`src/rtl/ccip_mmio_responder.sv`:
```
// AFU-side CCI-P MMIO target: DFH/AFU_ID header, scratch CSRs, and a
// pending-read FIFO that lets completions wait out c2_stall without loss.
module ccip_mmio_responder #(
    parameter logic [63:0] DFH_VALUE   = 64'h1000_0000_0000_1000,
    parameter logic [63:0] AFU_ID_L    = 64'h0,
    parameter logic [63:0] AFU_ID_H    = 64'h0,
    parameter int          NUM_SCRATCH = 4,
    parameter int          FIFO_DEPTH  = 8
) (
    input  logic                     pClk,
    input  logic                     pck_cp2af_softReset_n,
    input  logic                     c0_mmioRdValid,
    input  logic                     c0_mmioWrValid,
    input  logic [15:0]              c0_mmio_address,
    input  logic [1:0]               c0_mmio_length,
    input  logic [8:0]               c0_mmio_tid,
    input  logic [63:0]              c0_data,
    input  logic                     c2_stall,
    output logic                     c2_mmioRdValid,
    output logic [8:0]               c2_tid,
    output logic [63:0]              c2_data,
    output logic [64*NUM_SCRATCH-1:0] scratch_o,
    output logic                     err_o
);
    localparam int AW = (FIFO_DEPTH > 1) ? $clog2(FIFO_DEPTH) : 1;

    logic [NUM_SCRATCH-1:0][63:0] r_scratch;
    logic [8:0]                   r_fifo_tid  [FIFO_DEPTH];
    logic [63:0]                  r_fifo_data [FIFO_DEPTH];
    logic [AW:0]                  r_wptr, r_rptr;
    logic                         r_err;

    logic [14:0] w_idx;
    logic [63:0] w_reg;
    logic [31:0] w_half;
    logic [63:0] w_rd_data;
    logic        w_len_ok, w_8b, w_misal;
    logic        w_rd_req, w_wr_req;
    logic        w_empty, w_full, w_pop, w_push, w_err_set;

    // 8-byte register index: address is in dwords, two per register
    assign w_idx    = c0_mmio_address[15:1];
    assign w_len_ok = (c0_mmio_length < 2'd2);
    assign w_8b     = (c0_mmio_length == 2'd1);
    assign w_misal  = w_8b & c0_mmio_address[0];

    always_comb begin
        w_reg = 64'h0;
        case (w_idx)
            15'd0:   w_reg = DFH_VALUE;
            15'd1:   w_reg = AFU_ID_L;
            15'd2:   w_reg = AFU_ID_H;
            default: begin
                for (int i = 0; i < NUM_SCRATCH; i++)
                    if (w_idx == 15'(4 + i)) w_reg = r_scratch[i];
            end
        endcase
    end

    assign w_half    = c0_mmio_address[0] ? w_reg[63:32] : w_reg[31:0];
    assign w_rd_data = w_8b ? (w_misal ? 64'h0 : w_reg) : {w_half, w_half};

    assign w_rd_req = c0_mmioRdValid & w_len_ok;
    assign w_wr_req = c0_mmioWrValid & w_len_ok & ~w_misal;

    assign w_empty = (r_wptr == r_rptr);
    assign w_full  = (r_wptr[AW] != r_rptr[AW]) && (r_wptr[AW-1:0] == r_rptr[AW-1:0]);
    assign w_pop   = ~w_empty & ~c2_stall;
    // a pop in the same cycle frees a slot, so a full FIFO can still accept
    assign w_push  = w_rd_req & (~w_full | w_pop);

    assign w_err_set = ((c0_mmioRdValid | c0_mmioWrValid) & ~w_len_ok)
                     | ((c0_mmioRdValid | c0_mmioWrValid) & w_len_ok & w_misal)
                     | (c0_mmioRdValid & c0_mmioWrValid)
                     | (w_rd_req & w_full & ~w_pop);

    always_ff @(posedge pClk) begin
        if (w_push) begin
            r_fifo_tid[r_wptr[AW-1:0]]  <= c0_mmio_tid;
            r_fifo_data[r_wptr[AW-1:0]] <= w_rd_data;
        end
    end

    always_ff @(posedge pClk or negedge pck_cp2af_softReset_n) begin
        if (!pck_cp2af_softReset_n) begin
            r_scratch      <= '0;
            r_wptr         <= '0;
            r_rptr         <= '0;
            r_err          <= 1'b0;
            c2_mmioRdValid <= 1'b0;
            c2_tid         <= '0;
            c2_data        <= '0;
        end else begin
            if (w_push) r_wptr <= r_wptr + 1'b1;
            c2_mmioRdValid <= w_pop;
            if (w_pop) begin
                r_rptr  <= r_rptr + 1'b1;
                c2_tid  <= r_fifo_tid[r_rptr[AW-1:0]];
                c2_data <= r_fifo_data[r_rptr[AW-1:0]];
            end
            if (w_err_set) r_err <= 1'b1;
            for (int i = 0; i < NUM_SCRATCH; i++) begin
                if (w_wr_req && w_idx == 15'(4 + i)) begin
                    if (w_8b)                    r_scratch[i]        <= c0_data;
                    else if (c0_mmio_address[0]) r_scratch[i][63:32] <= c0_data[31:0];
                    else                         r_scratch[i][31:0]  <= c0_data[31:0];
                end
            end
        end
    end

    assign scratch_o = r_scratch;
    assign err_o     = r_err;
endmodule

```
`config.mk`:
```
export PLATFORM = sky130hd
export DESIGN_NAME = ccip_mmio_responder
export DESIGN_NICKNAME = d
export VERILOG_FILES = /design/src/rtl/ccip_mmio_responder.sv
export SDC_FILE = /design/constraint.sdc
export NUM_CORES = 1
export LEC_CHECK = 0
export CAP_MARGIN = 20
export CORE_ASPECT_RATIO = 1.1
export CORE_MARGIN = 10
export CORE_UTILIZATION = 45
export CTS_CLUSTER_DIAMETER = 60
export DETAILED_ROUTE_END_ITERATION = 12
export PLACE_DENSITY = 0.7
export SETUP_SLACK_MARGIN = 0.02
export SKIP_CTS_REPAIR_TIMING = 1
export SYNTH_ARGS = -nofsm -noshare
export SYNTH_HDL_FRONTEND = slang
export SYNTH_SLANG_ARGS = --single-unit
```
`constraint.sdc`:
```
create_clock -name pClk -period 10.72 [get_ports pClk]
set_input_delay 1.072 -clock pClk [delete_from_list [all_inputs] [get_ports pClk]]
set_output_delay 1.072 -clock pClk [all_outputs]
set_load 0.005 [all_outputs]
```
# Word level (Yosys, flattened, before mapping)
# Memories as Yosys holds them, arrays and structs flattened. A register that Yosys moved wholly into a read port is not among the register bits.
# Cells that the tools add are included.
# Widths: inputs -> output; s select.
[totals]
out_inout_bits = 331
register_bits = 266
mem_bits_rw = 584
word_cells = 82
in_bits = 96
mem_count = 2
[memory_table]
columns = ["name", "depth", "word_bits", "read_ports", "rd_clocked_by_memory_dff", "wr", "line_no", "source"]
rows = [
  ["r_fifo_data", 8, 64, 1, 1, 1, "29", "logic [63:0] r_fifo_data [FIFO_DEPTH];"],
  ["r_fifo_tid", 8, 9, 1, 1, 1, "28", "logic [8:0] r_fifo_tid [FIFO_DEPTH];"],
]
[classes]
n_addsub = 2
bitwise_logic = 23
n_mux = 13
eq_ne = 11
n_reduce_logical = 18
order_cmp = 1
[op_table]
columns = ["cell", "n"]
rows = [
  ["$mux 64", 7],
  ["$pmux 64 s2", 1],
  ["$mux 32", 3],
  ["$eq 15x3->1 const B", 4],
  ["$reduce_and 2->1", 8],
  ["$eq 15x1->1 const B", 1],
  ["$eq 15x2->1 const B", 1],
  ["$logic_not 15->1", 1],
  ["$and 1x1->1", 12],
  ["$add 4x1->4 const B", 2],
  ["$not 1->1", 6],
  ["$logic_and 1x1->1", 5],
  ["$or 1x1->1", 5],
  ["$eq 4x4->1", 1],
  ["$eq 3x3->1", 1],
  ["$eq 2x1->1 const B", 1],
  ["$logic_not 1->1", 2],
  ["$lt 2x2->1 const B", 1],
  ["$mux 1", 2],
  ["$ne 2x1->1 const B", 1],
  ["$reduce_bool 2->1", 1],
  ["$reduce_or 2->1", 1],
  ["$ne 1x1->1", 1],
]

# Logic depth before layout (Yosys ltp)
# Gate-level depths: netlist of run 1.
[logic_depth]
word_depth = 8
depth_mapped = 8
ltp_nobuf = 4

# Worst setup path after synthesis of run 1
# No wires, ideal clock.
[synth_timing]
kind = "in2reg"
startpoint = "input port c0_mmioRdValid"
endpoint = "memory r_fifo_data[0][0], enable pin"
path_buffers = 0
setup_ns = 0.684
stages = 3
arrival_time_ns = 8.407
setup_slack_ns = 1.629
t_required_ns = 10.036
path_cell_list = "nor2b_1 > o21ai_1 > nor4_1"
[synth_between]
elab_chain_len = 4
[synth_lines]
columns = ["element", "line_no", "source"]
rows = [
  ["start, declared", "12", "input logic c0_mmioRdValid,"],
  ["$and 1x1->1", "63", "assign w_rd_req = c0_mmioRdValid & w_len_ok;"],
  ["$and 1x1->1", "70", "assign w_push = w_rd_req & (~w_full | w_pop);"],
  ["$mux 1", "78", "if (w_push) begin"],
  ["$mux 1 (implied by the code)", "80", "r_fifo_data[r_wptr[AW-1:0]] <= w_rd_data;"],
  ["end, declared", "29", ""],
]
# No other way between the ends.

# Worst setup path in the final report of run 1
[layout_timing]
startpoint = "input port c0_mmio_address[8]"
endpoint = "memory r_fifo_data[5][30] (data pin)"
[layout_between]
elab_chain_len = 8
word_cells_on_any_way = 16
classes_between = "eq/ne (6); mux (8); reduce/logical (2)"
[layout_lines]
columns = ["element", "line_no", "source"]
rows = [
  ["start, declared", "14", "input logic [15:0] c0_mmio_address,"],
  ["$eq 15x3->1", "55", "if (w_idx == 15'(4 + i)) w_reg = r_scratch[i];"],
  ["$mux 64 (4 in series)", "55", ""],
  ["$pmux 64 s2 (*)", "49", "case (w_idx)"],
  ["$mux 32 or $mux 64 (tied branches)", "60, 61", ""],
  ["$mux 64 (*)", "61", "assign w_rd_data = w_8b ? (w_misal ? 64'h0 : w_reg) : {w_half, w_half};"],
  ["net w_rd_data[30]", "36", "logic [63:0] w_rd_data;"],
]
# Mark *: on every way through the listed nets, which the timed path passes. The rest lies on a longest branch.

==> results of run 1 <==
[stage by stage]
step / cell area (um2) / instances / power (mW)
after floorplan: 38000 / 2227 / 5.65
after global placement: 43300 / 3647 / 6.56
after detailed placement: 43400 / 3650 / 6.58
after CTS: 46500 / 3823 / 9.92
after global routing: 46600 / 3826 / 10.2
final: 46600 / 3826 / 9.80
[final cells by class]
class	count	share of cell area, %
flip-flops and latches	923	55.9
clock buffers	121	5.50
repair buffers	470	9.98
diodes	1	0.00537
clock inverters	52	1.30
multi-input cells	1127	24.3
well taps	1130	3.03
inverters	2	0.0188
[state kept, by name, indices dropped and copies added (netlist names)]
register        count
c2_data            64
c2_mmioRdValid      1
c2_tid              9
err_o               1
r_fifo_data       512
r_fifo_tid         72
r_rptr              4
r_wptr              4
scratch_o         256
[Yosys cell counts (all sizes together) (2+ instances only)]
master,instances
mux4,191
a21o,9
clkbuf,91
nand3,5
ha,2
o211ai,15
a31oi,8
dfrtp,339
xor2,2
o22a,5
inv,2
mux2i,117
nor2,80
nand2,35
o221ai,12
edfxtp,584
nor3b,5
nand2b,28
or3,10
mux2,136
nor2b,5
a21oi,112
o311ai,5
a32o,5
buf,84
a22o,4
o31ai,97
xnor2,9
a211o,2
nand4,5
nand3b,9
nor3,7
nor4,4
o21ai,192
[worst paths after layout]
path	to	slack, ns	cells after the start
max	r_fifo_data[5][30]$_DFFE_PP_	6.40	7
min	r_rptr[3]$_DFFE_PN0P_	0.50	1
max reg2reg	c2_data[1]$_DFFE_PN0P_	7.00	5
min reg2reg	r_rptr[3]$_DFFE_PN0P_	0.50	1
max in group asynchronous	c2_data[59]$_DFFE_PN0P_	8.02	4
min in group asynchronous	scratch_o[20]$_DFFE_PN0P_	0.57	1
[layer usage]
metal | wire (um) | global-route usage (%) | up-vias
li1 | - | - | 9596
met5 | 0 | 0 | -
met3 | 10900 | 6.88 | 159
met2 | 53200 | 36.1 | 1082
met4 | 3290 | 7.41 | 0
met1 | 44800 | 29.9 | 12000
[critical path: stages]
cell and delay (ns):
clkdlybuf4s50_1 0.67, nor4_4 0.08, nand4_1 0.11, buf_4 0.68, buf_4 0.95, nor2_1 0.42
a32o_1 0.48
[kinds of logic (layout without fill, tap and decap cells)]
logic type | after synthesis | in the layout | synth area share (%)
AO/OA/AOI/OAI | 472 | 472 | 7.44
other | 0 | 1 | 0
XOR/XNOR | 11 | 11 | 0.253
buffers and inverters | 177 | 645 | 2.08
multiplexers | 444 | 444 | 19.0
AND/OR/NAND/NOR | 198 | 198 | 2.69
flip-flops | 923 | 923 | 68.4
adder cells (fa/ha/maj) | 2 | 2 | 0.0658
[power breakdown]
| group | switching, mW | leakage (nW) | internal (mW) | total (mW) |
|---|---|---|---|---|
| clock network | 1.39 | 1.53 | 1.96 | 3.35 |
| logic | 1.08 | 5.59 | 1.03 | 2.11 |
| registers | 0.255 | 10.2 | 4.08 | 4.34 |
| total | 2.72 | 17.3 | 7.07 | 9.80 |
==> run metrics, run 1 <==
status=finished clean; DRT Pass-1 Iters=5; Worst VDD drop=0.000160 V; Place WS=5.88 ns; Cells after Synth=2227; Final period util=40.3%; dominant synthesized flop cell=edfxtp_1; Post-synth ARST share=36.7%; fin nets=2714; Core Util, Final=55.7%; clk_lat worst skew=0.66 ns; number of fill cells=6529; IO Count=427; CTS Buffer Depth=3; Die Wd=297 um; Setup-failing EPs final=0; number of synthesized flops with an enable pin=584; Final Hold Fails=0; Hold Slack=0.498 ns; Core ar.=0.0836 mm2; CTS Sinks=923; routed vias=22800; synthesis-to-finish area growth=22.5%; Pwr Density=210 mW/mm2; 1st-iter DRT viols=2290; top cell type's share of synthesized area=46.1%; Synth Register Bits=923; FP Rows=111; WL/cell=29.3 um; largest cells by area after synthesis=edfxtp_1 (46%), dfrtp_1 (22%), mux4_2 (11%), mux2i_1 (3.1%), mux2_4 (2.4%); hold_sp=r_rptr[3]$_DFFE_PN0P_; post-route ant nets=0; clock period minus worst slack=4.32 ns; layout cells sized above 1=20.5%; type of the most critical hold path=register to register; worst-margin pin slew=1.14 ns; flip-flop and latch area=0.0260 mm2; max-slew violation count=0; Post-DP HPWL=73000 um; Critical Path RT=11.07 ns; total grt overflow=0; initial antenna violation count=3; Buffers on Ports=426; WP data arrival=4.67 ns; worst setup path class=input pin to register; root buffer cell=clkbuf_16; average size of a mapped cell=17.1 um2; GRT Total Usage=22.8%; vias in the first global route=23600; area leader, netlist=edfxtp_1; pin count of the biggest net entering global routing=137; crit path max fanout=113; most frequent cells in the layout=edfxtp_1 (584), clkdlybuf4s50_1 (422), dfrtp_1 (336); sequential element share of the synthesized area=68.4%; CTS tree=yes; die area=0.0965 mm2; Clock Pin Slew Worst Setup and Hold Paths=0.06 ns; multi-input logic area=0.0113 mm2; Crit Reg-Reg Startpoint=r_rptr[0]$_DFFE_PN0P_; TritonCTS Buffers=92; CP startpoint=c0_mmio_address[8]; global placer's final weighted congestion=0.881; Residual DRC=0; Mapped Area=0.0380 mm2; RSZ-0062 raised after global routing=false; commonest non-fill, non-tap cell in the layout=edfxtp_1; H-tree Lvls=3; Warnings, synthesis=0; count of distinct cell types in the synthesized netlist=55; setup ws final=6.40 ns; die height=325 um; Worst slew margin=23.7%; Mapped Nets=2325; crit path capture type=register; first-pass GRT wire length=165000 um; setup TNS=0 ns; Startpoint Class=input pin; initial core utilization=45.5%; Lkg Pwr=17.3 nW; Max Freq=231 MHz; Routed WL=112000 um; total of max-cap violations=0; Avg Vias per Cell=5.97; clk_skew=0.0398 ns
Power figures use the tool's default switching activity.
==> inputs of run 2 (changes only) <==
clock period = 4.4 ns   (was 10.72 ns; I/O delays follow)
==> run 2 against run 1 <==
Sequential share of layout area down 0.21 points. Cell area is 0.38% higher. Routed wire length grew 1.5%. Critical path depth down 2. Power is 140% higher.
==> run metrics, run 2 (synthesis results as in run 1) <==
1st-iter DRT viols=2466 (+7.7%); max-slew violation count=0 (unchanged); CTS tree=yes; Lkg Pwr=17.4 nW (+0.55%); layout cells sized above 1=20.7% (+0.21 points); Pwr Density=510 mW/mm2 (+140%); GRT Total Usage=23.1% (+0.28 points); IO Count=427 (unchanged); Crit Reg-Reg Startpoint=r_rptr[0]$_DFFE_PN0P_; Max Freq=332 MHz; RSZ-0062 raised after global routing=false; Final Hold Fails=0 (unchanged); crit path max fanout=39 (-65%); Non-Filler Instances=3836 (+0.26%); gr busiest metal=met2; Int Power=17.3 mW (+140%); pin count of the biggest net entering global routing=194 (+42%); status=finished clean; setup TNS=0 ns (unchanged); Critical Path RT=4.74 ns (-6.33 ns); Residual DRC=0 (unchanged); WP data arrival=3.35 ns (-1.32 ns); total of max-cap violations=0 (unchanged); TritonCTS Buffers=91 (-1.1%); clk_lat worst skew=0.64 ns (-0.02 ns); Post-DP HPWL=75000 um (+2.7%); DRT Pass-1 Iters=5 (unchanged); Startpoint Class=input pin; Buffers on Ports=426 (unchanged); CTS Sinks=923 (unchanged); Setup-failing EPs final=0 (unchanged); Net Sw Power=6.55 mW (+140%); WL/cell=29.7 um (+1.2%); most frequent cells in the layout=edfxtp_1 (584), clkdlybuf4s50_1 (422), dfrtp_1 (336); root buffer cell=clkbuf_16; Worst VDD drop=0.000588 V (+270%); dpl cells=3665 (+0.41%); GR Util met2=36.7% (+0.64 points); H-tree Lvls=3 (unchanged); type of the most critical hold path=input pin to asynchronous set/reset pin; die area=0.0965 mm2 (unchanged); worst-margin pin slew=1.07 ns (-0.0645 ns); Placement Cell Area=0.0436 mm2 (+0.62%); CTS Buffer Depth=3 (unchanged); routed vias=23000 (+0.95%); post-route ant nets=0 (unchanged); Comb pwr share=22.4% (+0.8 points); Clock Pin Slew Worst Setup and Hold Paths=0.06 ns (about the same); Worst slew margin=28.1% (+4.4 points); Sequential Power Share=43.8% (-0.5 points); vias in the first global route=23500 (-0.31%); die height=325 um (unchanged); clock period minus worst slack=3.01 ns; worst setup path class=input pin to register; design area=0.0468 mm2 (+0.38%); clk_skew=0.0255 ns (-0.0143 ns); # diodes=0 (-1); synthesis-to-finish area growth=23.0%; commonest non-fill, non-tap cell in the layout=edfxtp_1; max reg flops=512 (unchanged); crit path capture type=register; total grt overflow=0 (unchanged); global placer's final weighted congestion=0.869 (-1.3%); Die Wd=297 um (unchanged); fin nets=2728 (+0.52%); Final period util=68.4%; CP startpoint=c0_mmio_length[1]; Routed WL=114000 um (+1.5%); met3 GRT Util=7.02% (+0.14 points); Switching Share=27.4% (-0.36 points); grt met1 use=30.6% (+0.70 points); Core ar.=0.0836 mm2 (unchanged); clock power share=33.9% (-0.3 points); Avg Vias per Cell=6.01 (+0.68%); initial core utilization=45.5% (unchanged); FP Rows=111 (unchanged); first-pass GRT wire length=167000 um (+1.2%); initial antenna violation count=3 (unchanged)
==> run 2: area by class of cell <==
cell class,instances,area (um2)
clock inverter,54,637
tap,1130,1410
sequential,923,26000
clock buffer,115,2470
multi-input combinational,1127,11300
timing repair buffer,485,4880
fill,6467,36800
inverter,2,8.76
==> run 2: worst max-delay path, cell delays in order <==
cell	delay [ns]
clkdlybuf4s50_1	0.83
nand2b_1	0.39
and2_2	0.87
nand2_1	0.16
a21oi_1	0.61
==> run 2: metal layers <==
metal / part of all wire, % / vias to the layer above
li1: - / 9635
met4: 2.4 / 0
met1: 40 / 12100
met3: 10 / 158
met5: 0 / -
met2: 48 / 1199
==> run 2: per-stage QoR <==
stage	hold WS (ns)	util [%]	power, mW	setup slack [ns]
6_report	0.425	55.9	23.9	1.39
5_1_grt	0.509	55.9	24.8	1.23
2_1_floorplan	0.144	-	13.8	-2.23
3_3_place_gp	0.447	52.2	16.0	0.914
3_5_place_dp	0.476	52.2	16.1	0.819
4_1_cts	-0.143	55.9	24.1	1.45
==> run 2: final timing paths <==
path                                               end  cells past startpoint  slack, ns
min reg2reg                          err_o$_DFFE_PN0P_                      1       0.49
max reg2reg                    c2_data[62]$_DFFE_PN0P_                      4       1.46
min                         scratch_o[239]$_DFFE_PN0P_                      2       0.43
min in group pClk                    err_o$_DFFE_PN0P_                      1       0.49
max                        r_fifo_data[3][5]$_DFFE_PP_                      5       1.39
max in group asynchronous        c2_tid[8]$_DFFE_PN0P_                      3       2.83
==> run 2: power by group through the flow <==
stage                     Clock (mW)  Combinational, mW  Sequential, mW
after detailed placement           0               5.44            10.7
after global placement             0               5.38            10.6
after CTS                       8.19               5.47            10.5
after global routing            8.55               5.74            10.5
after floorplan                    0               3.33            10.4
final                           8.08               5.34            10.4
